<file path="src/rtl/pellet_store.sv">
// rtl/pellet_store.sv - tile-granular pellet map with eat port, render pixel and pellet count
// Optional frame blink of the rendered dots: `define PELLET_BLINK_EN
module pellet_store #(
  parameter int COLS       = 40,
  parameter int ROWS       = 30,
  parameter int TILE_SHIFT = 4
) (
  input  logic        clk,
  input  logic        reset,
`ifdef PELLET_BLINK_EN
  input  logic        frame_tick,
`endif
  input  logic        load,
  output logic        ready,
  input  logic        eat_valid,
  input  logic [9:0]  eat_x,
  input  logic [9:0]  eat_y,
  output logic        eat_ready,
  output logic        eat_done,
  output logic        eat_hit,
  input  logic [9:0]  pix_x,
  input  logic [9:0]  pix_y,
  output logic        pellet_pix,
  output logic [10:0] remaining,
  output logic        all_clear
);

  localparam int CW = $clog2(COLS);
  localparam int RW = $clog2(ROWS);

  typedef enum logic [1:0] {IDLE, FILL, READY} state_t;

  state_t          state, state_next;
  logic [RW-1:0]   fill_row;
  logic [COLS-1:0] map [ROWS];

  // Pellets sit on odd tiles, leaving the outer ring and even lanes empty
  function automatic logic [COLS-1:0] layout_row(input logic [RW-1:0] r);
    logic [COLS-1:0] v;
    v = '0;
    for (int c = 0; c < COLS; c++)
      v[c] = (c % 2 == 1) && r[0] && (c < COLS - 1) && (int'(r) < ROWS - 1);
    return v;
  endfunction

  function automatic logic [10:0] popcount(input logic [COLS-1:0] v);
    logic [10:0] n;
    n = '0;
    for (int c = 0; c < COLS; c++) n = n + 11'(v[c]);
    return n;
  endfunction

  logic [9:0]    eat_cf, eat_rf, pix_cf, pix_rf;
  logic [CW-1:0] eat_c, pix_c;
  logic [RW-1:0] eat_r, pix_r;
  logic          eat_in, pix_in, eat_bit, pix_bit;
  logic          accept, hit_now, dot, blink_on;
  logic [TILE_SHIFT-1:0] px_low, py_low;

  assign eat_cf  = eat_x >> TILE_SHIFT;
  assign eat_rf  = eat_y >> TILE_SHIFT;
  assign pix_cf  = pix_x >> TILE_SHIFT;
  assign pix_rf  = pix_y >> TILE_SHIFT;
  assign eat_c   = eat_cf[CW-1:0];
  assign eat_r   = eat_rf[RW-1:0];
  assign pix_c   = pix_cf[CW-1:0];
  assign pix_r   = pix_rf[RW-1:0];
  assign eat_in  = (eat_cf < 10'(COLS)) && (eat_rf < 10'(ROWS));
  assign pix_in  = (pix_cf < 10'(COLS)) && (pix_rf < 10'(ROWS));
  assign eat_bit = eat_in ? map[eat_r][eat_c] : 1'b0;
  assign pix_bit = pix_in ? map[pix_r][pix_c] : 1'b0;

  // 4x4 dot centred in the tile
  assign px_low  = pix_x[TILE_SHIFT-1:0];
  assign py_low  = pix_y[TILE_SHIFT-1:0];
  assign dot     = (px_low >= TILE_SHIFT'(6)) && (px_low <= TILE_SHIFT'(9)) &&
                   (py_low >= TILE_SHIFT'(6)) && (py_low <= TILE_SHIFT'(9));

  assign ready     = (state == READY);
  assign eat_ready = ready;
  assign accept    = eat_valid && ready;
  assign hit_now   = accept && eat_bit;
  assign all_clear = ready && (remaining == 11'd0);

`ifdef PELLET_BLINK_EN
  logic [4:0] frame_cnt;
  always_ff @(posedge clk or posedge reset) begin
    if (reset)           frame_cnt <= '0;
    else if (frame_tick) frame_cnt <= frame_cnt + 5'd1;
  end
  assign blink_on = !frame_cnt[4];
`else
  assign blink_on = 1'b1;
`endif

  always_ff @(posedge clk or posedge reset) begin
    if (reset) state <= IDLE;
    else       state <= state_next;
  end

  always_comb begin
    state_next = state;
    case (state)
      IDLE:    if (load) state_next = FILL;
      FILL:    if (load) state_next = FILL;
               else if (fill_row == RW'(ROWS - 1)) state_next = READY;
      READY:   if (load) state_next = FILL;
      default: state_next = IDLE;
    endcase
  end

  always_ff @(posedge clk or posedge reset) begin
    if (reset) begin
      for (int i = 0; i < ROWS; i++) map[i] <= '0;
      fill_row   <= '0;
      remaining  <= '0;
      eat_done   <= 1'b0;
      eat_hit    <= 1'b0;
      pellet_pix <= 1'b0;
    end else begin
      eat_done   <= accept;
      eat_hit    <= hit_now;
      pellet_pix <= ready && pix_bit && dot && blink_on;
      if (load) begin
        fill_row  <= '0;
        remaining <= '0;
      end else if (state == FILL) begin
        map[fill_row] <= layout_row(fill_row);
        remaining     <= remaining + popcount(layout_row(fill_row));
        fill_row      <= fill_row + 1'b1;
      end else if (hit_now) begin
        map[eat_r][eat_c] <= 1'b0;
        remaining         <= remaining - 11'd1;
      end
    end
  end

endmodule

</file>
<file path="config.mk">
export PLATFORM = sky130hd
export DESIGN_NAME = pellet_store
export DESIGN_NICKNAME = d
export VERILOG_FILES = /design/src/rtl/pellet_store.sv
export SDC_FILE = /design/constraint.sdc
export NUM_CORES = 2
export LEC_CHECK = 0
export CORE_MARGIN = 2
export CORE_UTILIZATION = 35
export DETAILED_ROUTE_END_ITERATION = 10
export PLACE_DENSITY = 0.48
export REMOVE_ABC_BUFFERS = 1
export SKIP_LAST_GASP = 1
export SLEW_MARGIN = 20
export SYNTH_ARGS = -nofsm -noshare
export SYNTH_HDL_FRONTEND = slang
export SYNTH_SLANG_ARGS = --single-unit
</file>
<file path="constraint.sdc">
create_clock -name clk -period 54.1 [get_ports clk]
set_input_delay 10.82 -clock clk [delete_from_list [all_inputs] [get_ports clk]]
set_output_delay 10.82 -clock clk [all_outputs]
set_load 0.01 [all_outputs]
</file>
==> out/metrics.yaml <==
outcome:
  status: "completed"
die:
  initial_core_util_pct: 35.2
  die_w_um: 460
  core_um2: 207000
  fp.dieH_um: 460
  ios: 61
  row_count: 167
  die-area_um2: 211000
sta:
  setup_viol: 0
  timing.fmax_mhz: 54.1
  hold_ws_ns: 0.506
  maxSlewViolCount: 0
  rsz0062_at_grt: "no"
  clock_skew_ns: 0.0372
  finalCriticalPeriod_ns: 18.48
  setup_tns_ns: 0
  finalCritPeriodShare_pct: 34.2
  relSlewSlack_pct: 10.4
  hold_viol_final: 0
  tightest_slew_ns: 1.33
route:
  vias: 68500
  drc_errors: 0
  vias_per_cell: 6.79
  drt_first_iter_violations: 9591
  firstDrtPassIters: 6
  drt_wl_total_mm: 383
  ant_nets: 0
  wire_per_inst_um: 38.0
synth:
  ys.warnings.count: 0
  synth_edf_count: 0
  ys_seq_elements: 1221
  yosysSeqAreaShare_pct: 42.0
  yosysUniqueCellTypes: 71
  synthArstFlopShare_pct: 100
  synthCells: 7659
  syn_avg_cell_area_um2: 9.49
  ys.flop_type: "dfrtp_1"
  syn_area_um2: 72700
setup_path:
  reg2reg_to: "map[1076]"
  critical_path_required_ns: 54.75
  crit_arrival_ns: 19.12
  timing.rr.start: "map[793]"
  path_cells: "buf_8, buf_4, buf_12, buf_4, mux2i_1, o22ai_1, nor4_1, a21oi_1, nor4_1, a21oi_1, nor4_4, buf_6, a211oi_4, buf_4, a21o_2, buf_4, a21boi_0"
  cpPeakStageDelay_ns: 0.93
  path_buf_inv: 7
  crit_path_frequent_cell: "buf_4"
  crit_fanout: 108
  critical_path_class: "in2reg"
  cp-start-kind: "input pin"
  r2r_cells: 13
  critPathTopFamily: "buffers and inverters"
  cpMaxStageDelayCell: "a21o_2"
  endpoint_kind: "flip-flop"
  r2r_setup_slack_ns: 47.77
cts:
  post_cts_buffers: 0
  clk_pin_slew_ns: 0.06
  ctsResizeCount: 0
  numClockSinks: 1221
  numCtsBuffers: 149
  ctsHtreeMaxLevel: 4
  cts_root_buffer: "clkbuf_16"
  cts_tree: "yes"
  cts_max_path_buffers: 3
  clock_latency_ns: 0.82
  cts_hold_buf: 0
power:
  power_switching_uw: 642
  p_int_uw: 1620
  clockPowerShare_pct: 46.4
  ir_drop_mv: 0.0332
  p_sw_share_pct: 28.3
  power_density_nw_per_um2: 28.1
  leakagePower_uw: 0.0342
  pwr-share-seq_pct: 42.7
  p_comb_share_pct: 10.9
placed_design:
  place_area_um2: 75600
  portBuffers: 50
  hpwl_mm: 219
  place_inst: 9812
  finalWeightedCongestion: 0.920
min_path:
  min_from: "map[460]"
  holdPathStages: 1
  hold_path_class: "reg2reg"
  worstHoldEndpoint: "map[460]"
global_routing:
  first_global_vias: 64900
  grt_max_degree: 186
  overflow: 0
  track_usage_pct: 35.3
  antenna_found_initial: 13
  grt_first_pass_wirelength_mm: 529
layout:
  postLayoutCellArea_um2: 80700
  nets: 7318
  final_cells: 10100
  area_delta_synth_final_pct: 11.1
  drive_above_1_share_pct: 14.1
run:
  cap_viol_max_count: 0
## flip-flops by register name, summed over array words and instances, names as in the netlist
signal,count
eat_done,1
pellet_pix,1
state,2
fill_row,5
map,1200
remaining,11
eat_hit,1
## cells by family after synthesis
kind of cell               share of synthesized area [%]
DFF                                                 42.0
muxes                                               17.7
buffers and inverters                               5.40
adders and majority gates                          0.165
AOI/OAI and AO/OA                                   25.9
and+or+nand+nor                                     8.68
xor gates and xnor gates                          0.0723
## stage by stage
| stage | util [%] | total power, uW | worst slack [ns] |
|---|---|---|---|
| floorplan | - | 1090 | 8.88 |
| global placement | 36.6 | 1220 | 35.00 |
| detailed placement | 36.6 | 1220 | 34.90 |
| CTS | 39.0 | 2260 | 35.77 |
| global route | 39.0 | 2320 | 35.66 |
| finish | 39.1 | 2270 | 35.62 |
## Yosys cell counts, drive strengths merged, types with 11 or more instances
cell / instances / area share, %
mux4: 249 / 7.7
a21o: 28 / 0.29
nor4: 87 / 0.76
mux2: 26 / 0.40
a22o: 11 / 0.13
nand3: 29 / 0.20
a31oi: 185 / 1.6
o221ai: 80 / 0.96
nor2b: 25 / 0.22
a22oi: 13 / 0.14
a211oi: 13 / 0.14
nand2: 127 / 0.66
a21oi: 1311 / 9.6
o21a: 440 / 4.5
nor3b: 11 / 0.11
dfrtp: 1221 / 42
a21boi: 229 / 2.4
o21ai: 453 / 3.1
a221oi: 12 / 0.14
clkbuf: 560 / 2.9
nor2: 1060 / 5.5
mux2i: 698 / 9.6
or3: 11 / 0.095
inv: 15 / 0.077
nor3: 57 / 0.39
a2111oi: 11 / 0.13
o22ai: 267 / 2.3
buf: 305 / 2.4
## worst register-to-register path, delay by kind of cell, from the launching register on
kind                   cells  cell delay [ns]
AO/OA/AOI/OAI              6             3.57
buffers and inverters      3             1.66
multiplexers               1             0.08
flip-flops                 1             0.38
AND/OR/NAND/NOR            3             0.49
## how the worst max path moves through the flow
stage | depth (start not counted) | slack [ns] | startpoint | endpoint
6_report | 17 | 35.62 | eat_y[4] | map[1076]
5_1_grt | 17 | 35.66 | eat_y[4] | map[1062]
4_1_cts | 16 | 35.77 | eat_y[4] | map[744]
3_5_place_dp | 16 | 34.90 | eat_y[4] | map[744]
3_3_place_gp | 16 | 35.00 | eat_y[4] | map[1072]
2_1_floorplan | 1 | 8.88 | reset | eat_done
## layer usage
layer	vias up	global-route usage, %	wire [um]
met3	1300	11.2	46300
met4	10	19.4	25000
met1	34900	46.1	149000
met2	4914	51.8	163000
li1	27400	-	-
met5	-	0	71
## power groups by stage
| stage | registers, uW | logic, uW | clock network [uW] |
|---|---|---|---|
| 3_3_place_gp | 983 | 235 | 0 |
| 2_1_floorplan | 980 | 115 | 0 |
| 6_report | 968 | 247 | 1050 |
| 5_1_grt | 972 | 254 | 1090 |
| 4_1_cts | 968 | 237 | 1060 |
| 3_5_place_dp | 984 | 237 | 0 |
## cells in the final DEF (no fill, tap or decap), types with 154 or more instances in the layout
master / count
o22ai_1: 267
mux2i_1: 698
buf_4: 258
a21oi_1: 1179
dfrtp_1: 1221
nor2_1: 1013
a31oi_1: 185
o21a_1: 440
a21boi_0: 229
clkbuf_16: 154
o21ai_0: 450
mux4_2: 249
## cell type report
| cell class | count | area [um^2] |
|---|---|---|
| fill | 20400 | 126000 |
| multi-input combinational | 5555 | 39100 |
| sequential | 1221 | 30600 |
| clock buffer | 228 | 4450 |
| tap | 2704 | 3380 |
| timing repair buffer | 320 | 2670 |
| clock inverter | 41 | 468 |
| inverter | 18 | 78.8 |
| antenna | 10 | 25.0 |
(Power assumes the default switching activity.)
